**config.mk**
```make
export PLATFORM = sky130hd
export DESIGN_NAME = riscy_line_adapter_flat
export DESIGN_NICKNAME = d
export VERILOG_FILES = /design/src/rtl/riscy_line_adapter_if.sv /design/src/rtl/riscy_line_adapter.sv /design/src/flat_wrapper.sv
export SDC_FILE = /design/constraint.sdc
export NUM_CORES = 1
export LEC_CHECK = 0
export ABC_CLOCK_PERIOD_IN_PS = 4000
export CAP_MARGIN = 20
export CORE_MARGIN = 2
export CORE_UTILIZATION = 30
export CTS_BUF_LIST = sky130_fd_sc_hd__clkbuf_8
export DETAILED_ROUTE_END_ITERATION = 12
export RECOVER_POWER = 100
export SLEW_MARGIN = 20
export SYNTH_ARGS = -nofsm -noshare
export SYNTH_HDL_FRONTEND = slang
export SYNTH_SLANG_ARGS = --single-unit
```
**constraint.sdc**
```tcl
create_clock -name clk -period 4 [get_ports clk]
set_input_delay 0.8 -clock clk [delete_from_list [all_inputs] [get_ports clk]]
set_output_delay 0.8 -clock clk [all_outputs]
set_load 0.005 [all_outputs]
```
**src/rtl/riscy_line_adapter_if.sv**
```systemverilog
// Bundle of cache-side line signals and memory-side burst signals.
// The adapter takes the slave view; the cache/memory environment takes the master view.
interface riscy_line_adapter_if;
  logic         line_read;
  logic         line_write;
  logic [31:0]  line_addr;
  logic [255:0] line_wdata;
  logic [255:0] line_rdata;
  logic         line_resp;
  logic         mem_read;
  logic         mem_write;
  logic [31:0]  mem_addr;
  logic [63:0]  mem_wdata;
  logic [63:0]  mem_rdata;
  logic         mem_resp;

  modport slave (
    input  line_read, line_write, line_addr, line_wdata, mem_rdata, mem_resp,
    output line_rdata, line_resp, mem_read, mem_write, mem_addr, mem_wdata
  );

  modport master (
    output line_read, line_write, line_addr, line_wdata, mem_rdata, mem_resp,
    input  line_rdata, line_resp, mem_read, mem_write, mem_addr, mem_wdata
  );
endinterface

```
**src/rtl/riscy_line_adapter.sv**
```systemverilog
// Converts 256-bit cache line fill/writeback requests into 4-beat 64-bit memory bursts.
// Write wins over read; every output is taken straight from a register.
module riscy_line_adapter (
  input  logic                 clk,
  input  logic                 rst_n,
  riscy_line_adapter_if.slave  bus
);

  typedef enum logic [1:0] {IDLE, RBURST, WBURST, DONE} state_t;

  state_t       state_q;
  state_t       state_d;
  logic [1:0]   k;
  logic [1:0]   k_inc;
  logic         beat_last;
  logic [255:0] wdata_q;

  assign k_inc     = k + 2'd1;
  assign beat_last = bus.mem_resp && (k == 2'd3);

  always_ff @(posedge clk or negedge rst_n) begin
    if (!rst_n) state_q <= IDLE;
    else        state_q <= state_d;
  end

  always_comb begin
    state_d = state_q;
    case (state_q)
      IDLE: begin
        if (bus.line_write)     state_d = WBURST;
        else if (bus.line_read) state_d = RBURST;
      end
      RBURST, WBURST: begin
        if (beat_last) state_d = DONE;
      end
      DONE:    state_d = IDLE;
      default: state_d = IDLE;
    endcase
  end

  // Strobes and line_resp are decoded from the next state so they are registered yet cycle-exact.
  always_ff @(posedge clk or negedge rst_n) begin
    if (!rst_n) begin
      bus.mem_read  <= 1'b0;
      bus.mem_write <= 1'b0;
      bus.line_resp <= 1'b0;
    end else begin
      bus.mem_read  <= (state_d == RBURST);
      bus.mem_write <= (state_d == WBURST);
      bus.line_resp <= (state_d == DONE);
    end
  end

  always_ff @(posedge clk or negedge rst_n) begin
    if (!rst_n) begin
      k              <= 2'd0;
      wdata_q        <= '0;
      bus.mem_addr   <= '0;
      bus.mem_wdata  <= '0;
      bus.line_rdata <= '0;
    end else begin
      case (state_q)
        IDLE: begin
          if (bus.line_write) begin
            bus.mem_addr  <= bus.line_addr & 32'hFFFF_FFE0;
            wdata_q       <= bus.line_wdata;
            bus.mem_wdata <= bus.line_wdata[63:0];
            k             <= 2'd0;
          end else if (bus.line_read) begin
            bus.mem_addr  <= bus.line_addr & 32'hFFFF_FFE0;
            k             <= 2'd0;
          end
        end
        RBURST: begin
          if (bus.mem_resp) begin
            bus.line_rdata[{k, 6'd0} +: 64] <= bus.mem_rdata;
            k                               <= k_inc;
          end
        end
        WBURST: begin
          // Next beat is presented as soon as memory takes the current one.
          if (bus.mem_resp) begin
            bus.mem_wdata <= wdata_q[{k_inc, 6'd0} +: 64];
            k             <= k_inc;
          end
        end
        default: ;
      endcase
    end
  end

endmodule

```
**src/flat_wrapper.sv**
```systemverilog
// flat-port wrapper written by rule: the top's interface ports become plain ports
module riscy_line_adapter_flat 
  (clk, rst_n, bus_line_read, bus_line_write, bus_line_addr, bus_line_wdata, bus_mem_rdata, bus_mem_resp, bus_line_rdata, bus_line_resp, bus_mem_read, bus_mem_write, bus_mem_addr, bus_mem_wdata);
  riscy_line_adapter_if bus_i ();
  input  logic clk;
  input  logic rst_n;
  input wire logic [$bits(bus_i.line_read)-1:0] bus_line_read;
  input wire logic [$bits(bus_i.line_write)-1:0] bus_line_write;
  input wire logic [$bits(bus_i.line_addr)-1:0] bus_line_addr;
  input wire logic [$bits(bus_i.line_wdata)-1:0] bus_line_wdata;
  input wire logic [$bits(bus_i.mem_rdata)-1:0] bus_mem_rdata;
  input wire logic [$bits(bus_i.mem_resp)-1:0] bus_mem_resp;
  output wire logic [$bits(bus_i.line_rdata)-1:0] bus_line_rdata;
  output wire logic [$bits(bus_i.line_resp)-1:0] bus_line_resp;
  output wire logic [$bits(bus_i.mem_read)-1:0] bus_mem_read;
  output wire logic [$bits(bus_i.mem_write)-1:0] bus_mem_write;
  output wire logic [$bits(bus_i.mem_addr)-1:0] bus_mem_addr;
  output wire logic [$bits(bus_i.mem_wdata)-1:0] bus_mem_wdata;
  assign bus_i.line_read = bus_line_read;
  assign bus_i.line_write = bus_line_write;
  assign bus_i.line_addr = bus_line_addr;
  assign bus_i.line_wdata = bus_line_wdata;
  assign bus_i.mem_rdata = bus_mem_rdata;
  assign bus_i.mem_resp = bus_mem_resp;
  assign bus_line_rdata = bus_i.line_rdata;
  assign bus_line_resp = bus_i.line_resp;
  assign bus_mem_read = bus_i.mem_read;
  assign bus_mem_write = bus_i.mem_write;
  assign bus_mem_addr = bus_i.mem_addr;
  assign bus_mem_wdata = bus_i.mem_wdata;
  riscy_line_adapter u_core (.clk(clk), .rst_n(rst_n), .bus(bus_i));
endmodule
```
# Word-level counts from Yosys, hierarchy flattened
# Index checks and enable logic that the tools add are counted.
# op_classes
addsub,2
mul,0
div_mod_pow,0
order_cmp,0
n_eq_ne,11
shift,3
n_mux,14
n_bitwise,0
reduce_logical,11
# op_table
cell,n
256-bit bitwise mux,1
"64-bit by 10-bit variable shift with 256-bit output, first input constant",1
256-bit by 9-bit variable part select with 64-bit output,1
64-bit by 10-bit variable part select with 256-bit output,1
64-bit two-way mux,2
64-bit one-hot mux with 2 select lines,1
32-bit two-way mux,2
2-bit two-way mux,6
"2-bit equality test, second input constant",5
8-bit negator with 10-bit output,1
2-bit one-hot mux with 3 select lines,1
2-bit AND reduction,3
3-bit AND reduction,2
2-bit nonzero test,3
"2-bit by 1-bit equality test with 1-bit output, second input constant",2
"2-bit inequality test, second input constant",2
2-bit one-hot mux with 2 select lines,1
"3-bit inequality test, second input constant",1
"2-bit by 1-bit adder with 2-bit output, second input constant",1
2-bit zero test,1
"2-bit by 1-bit inequality test with 1-bit output, second input constant",1
2-bit OR reduction,1
1-bit logical AND,1
# word_totals
regBits,615
latchBits,0
mem_bits_rw,0
mem_bits_ro,0
in_bits,357
output_inout_bits,355
elab_cells,50
memories,0

# Depth between registers and ports, before layout
# depth
ltp_word,5
mapped_depth,10
mapped_depth_nobuf,5

# Least setup slack after synthesis
# Ideal clock, no wire load.
# synth_path
kind,register -> register
from,register u_core.k[0]
to,register u_core.bus.mem_wdata[11]
setup_ps,126
arrival_time_ps,2177
t_required_ps,3874
path_slack_ps,1697
stages_incl_launch_ff,9
path_buffers,4
period_less_slack_ps,2303
path_cell_list,dfrtp_1 -> buf_6 -> buf_6 -> inv_1 -> ha_1 -> buf_2 -> clkbuf_1 -> mux4_2 -> a221o_1
# synth_via
elab_chain_cells,4
# synth_lines
element,line_no,text
start: declaration,riscy_line_adapter.sv:13,logic [1:0] k;
start signal: assignment,riscy_line_adapter.sv:77,k <= k_inc;
start signal: assignment,riscy_line_adapter.sv:84,k <= k_inc;
2-bit by 1-bit adder with 2-bit output,riscy_line_adapter.sv:18,assign k_inc = k + 2'd1;
256-bit by 9-bit variable part select with 64-bit output,riscy_line_adapter.sv:83,"bus.mem_wdata <= wdata_q[{k_inc, 6'd0} +: 64];"
64-bit two-way mux,riscy_line_adapter.sv:82,if (bus.mem_resp) begin
64-bit one-hot mux with 2 select lines,riscy_line_adapter.sv:62,case (state_q)
end signal: assignment,riscy_line_adapter.sv:67,bus.mem_wdata <= bus.line_wdata[63:0];
end signal: assignment,riscy_line_adapter.sv:83,
end: declaration,riscy_line_adapter_if.sv:19,"output line_rdata, line_resp, mem_read, mem_write, mem_addr, mem_wdata"
# Every way passes these cells. The select of a mux whose other input is x is not followed.
# A chain may end at the register's enable or synchronous reset.

# Worst setup path after layout
# layout_path
from,input port bus_mem_resp
to,register u_core.bus.line_rdata[224]
# layout_via
elab_chain_cells,1
# layout_lines
element,line_no,text
start: declaration,flat_wrapper.sv:12,input wire logic [$bits(bus_i.mem_resp)-1:0] bus_mem_resp;
2-bit AND reduction (no source line),-,
end signal: indexed assignment,riscy_line_adapter.sv:76,"bus.line_rdata[{k, 6'd0} +: 64] <= bus.mem_rdata;"
end: declaration,riscy_line_adapter_if.sv:19,
# Every way passes these cells.

==> metrics <==
fraction of registers with async set/reset 1.00; power density normalized to cell area 683 nW/um2; Root Buffer Master clkbuf_8; Synth area leaders dfrtp_1 (62%), mux2_2 (13%), a22o_1 (9.1%); leakage power summed over all cells 16.0 nW; most frequently used flop master after synthesis dfrtp_1; top cell type's share of synthesized area 0.617; switching share of power 0.312; Initial Utilization 0.302; global-route wire length before repair 125 mm; Synth Register Bits 610; Worst Hold Endpoint u_core.bus.line_rdata[47]$_DFFE_PN0P_; Die Y 291 um; number of synthesized flops with an enable pin 0; Crit. End Element flip-flop; combinational fraction of design power 0.348; RSZ-0062 raised after global routing false; total negative setup slack 0 ps; maximum frequency from static timing analysis 300 MHz; required time reported for the critical path endpoint 4620 ps; DIE AREA 84800 um2; worst slew pin tran 2610 ps; post-cts hold buffer count 0; mean routed wirelength per cell 24.3 um; die extent in x 291 um; worst clock skew 43.4 ps; fin crit period 3330 ps; number of antenna violations at the first check in global routing 25; post-CTS setup buffers 0; setup slack of the most critical reg-to-reg path 790 ps; grt total ovfl 0; DR DRC count 0; Setup Crit Path Kind in -> reg; clock network fraction of design power 0.265; largest area contributor in the netlist dfrtp_1; Reg power frac 0.388; Hold Path Class reg -> reg; violations in the final reports capacitance limit, slew limit; via total after detailed routing 17480; internal power of the cells 16.6 mW; worst max-slew margin expressed relative to the limit -0.741; Max Cap Violations 3; number of global-route vias before repair 18824; post-synthesis cell type count 41; vias per cell 5.07; Worst path max stage delay 1280 ps; number of clock buffers inserted by TritonCTS 108; net count reported at finish 2646; number of warnings printed during yosys synthesis 0; Final Total Pwr 24.1 mW; beginning of the worst register-to-register path u_core.k[0]$_DFFE_PN0P_; list of cells traversed by the critical path clkdlybuf4s50_1, buf_4, nand4b_4, nor3b_4, clkbuf_2, a22o_1; post-synthesis instance area 24700 um2; cell count of the worst reg-to-reg path 5; total half-perimeter wirelength after legalization and detailed placement 56.3 mm; routed wire length 83.7 mm; peak supply drop 0.363 mV; CTS resizes 0; CP Buf/Inv Count 3; commonest cells in the netlist dfrtp_1 (610), mux2_2 (283), a22o_1 (257); Sinks on Clock Net 610; starting DRC count in detailed routing 853; cell with the most instances after synthesis dfrtp_1; cell family contributing the most delay on the critical path buffers and inverters; master of the slowest instance on the critical path clkbuf_2; switching component of the power 7.50 mW; Post-Synthesis Mean Instance Area 15.9 um2; area used by sequential logic in the layout 15300 um2; layout overhead on the synthesized area 42.7%; Hold Path Depth 1; share of post-route cells with drive strength above 1 0.244; cells after synthesis 1560; I/O pin count 712; portion of the clock cycle consumed by the worst path in the final layout 0.832; Reg2Reg Capture Point u_core.bus.line_rdata[224]$_DFFE_PN0P_; Final Hold Vio Count 0; Critical Path Fanout Max 64; number of input and output port buffers inserted 701; later-pin clock latency in the skew report 720 ps; # rows 105; final max-slew violation count 206; number of buffers on the longest clock path 3; largest net degree at the start of global routing 94; clock-pin slew on the worst setup and hold paths 60 ps; startpoint of the lowest-slack hold path u_core.bus.line_rdata[47]$_DFFE_PN0P_; clock tree from TritonCTS yes; first drt pass iteration count 5; Fill cells 7412; kind of start point of the critical path primary input; post-synthesis sequential area ratio 0.617; combined area of the multi-input logic cells 8710 um2; run status finished, violations left; Global Route Usage Sum 0.194; signal arrival time at the worst endpoint 3950 ps; depth of the CTS H-tree 3; final number of setup-violating endpoints 0; count of nets left with antenna violations after detail routing 0; routability congestion estimate 0.821; placeable core region 81800 um2
## through the flow
stage / setup WS [ps] / hold slack [ps] / cell area [um2] / util / std cells
after floorplan: 1700 / 474 / 24800 / - / 1564
after global placement: 825 / 482 / 32900 / 0.402 / 3240
after detailed placement: 799 / 481 / 32900 / 0.402 / 3240
after CTS: 1240 / 65.3 / 35300 / 0.432 / 3439
after global routing: 579 / 504 / 35300 / 0.431 / 3443
final: 672 / 496 / 35300 / 0.431 / 3445
## flip-flops by register name, indices dropped and copies added (netlist names)
name / flops
u_core.bus.line_rdata: 256
u_core.wdata_q: 256
u_core.bus.mem_wdata: 64
u_core.bus.mem_addr: 27
u_core.k: 2
u_core.state_q: 2
u_core.bus.line_resp: 1
u_core.bus.mem_read: 1
u_core.bus.mem_write: 1
## placed cells by master, fill, tap and decap left out, types with 12 or more instances in the layout
| cell | count |
|---|---|
| buf_4 | 20 |
| mux2_2 | 283 |
| clkdlybuf4s50_1 | 349 |
| buf_12 | 15 |
| nor2b_1 | 23 |
| clkbuf_8 | 147 |
| inv_1 | 32 |
| a221o_1 | 64 |
| clkinv_2 | 12 |
| dfrtp_1 | 609 |
| mux4_2 | 64 |
| dlygate4sd3_1 | 350 |
| a22o_1 | 257 |
| and4_1 | 64 |
## worst reg2reg max path, cell delays in order, from the launching register on
cell,delay [ps]
dfrtp_4,420
buf_12,480
ha_1,390
nor3b_4,200
clkbuf_2,1280
a22o_1,380
## final cells by class
type	instances	area share
Clock buffer	147	0.0573
Multi-Input combinational cell	807	0.247
Timing Repair Buffer	747	0.213
Clock inverter	52	0.0115
Inverter	6	0.000638
Antenna cell	6	0.000426
Sequential cell	610	0.433
Tap cell	1070	0.0379
## cell families (layout without fill, tap and decap cells)
family / Yosys count / after routing / share of synthesized area
AOI/OAI and AO/OA: 332 / 332 / 0.120
muxes: 347 / 347 / 0.187
and+or+nand+nor: 114 / 114 / 0.0373
DFF: 610 / 610 / 0.617
adders and majority gates: 9 / 9 / 0.00455
other: 1 / 11 / 0.000152
buffers and inverters: 147 / 952 / 0.0338
## metal layers
layer / routed length (um) / GRT usage / vias to the layer above
li1: - / - / 7519
met1: 32200 / 0.228 / 9061
met2: 40800 / 0.325 / 716
met3: 8340 / 0.0786 / 158
met4: 2150 / 0.0596 / 26
met5: 153 / 0 / -
## power by group through the flow
stage               Clock (mW)  Sequential [mW]  Combinational [mW]
floorplan                    0             9.15                5.13
global placement             0             9.34                8.61
detailed placement           0             9.45                8.81
CTS                       6.59             9.36                8.83
global route              6.88             9.58                9.01
finish                    6.37             9.34                8.38
## how the worst max path moves through the flow
| stage | start | endpoint | slack, ps | cells after the start |
|---|---|---|---|---|
| final | bus_mem_resp | u_core.bus.line_rdata[224]$_DFFE_PN0P_ | 670 | 6 |
| after global routing | rst_n | u_core.bus.line_rdata[106]$_DFFE_PN0P_ | 580 | 3 |
| after CTS | u_core.state_q[1]$_DFF_PN0_ | u_core.bus.mem_wdata[62]$_DFFE_PN0P_ | 1240 | 6 |
| after detailed placement | bus_mem_resp | u_core.bus.mem_wdata[24]$_DFFE_PN0P_ | 800 | 4 |
| after global placement | bus_mem_resp | u_core.bus.mem_wdata[21]$_DFFE_PN0P_ | 830 | 4 |
| after floorplan | u_core.k[0]$_DFFE_PN0P_ | u_core.bus.mem_wdata[11]$_DFFE_PN0P_ | 1700 | 8 |
No activity file was read; power rests on OpenSTA's default activity.
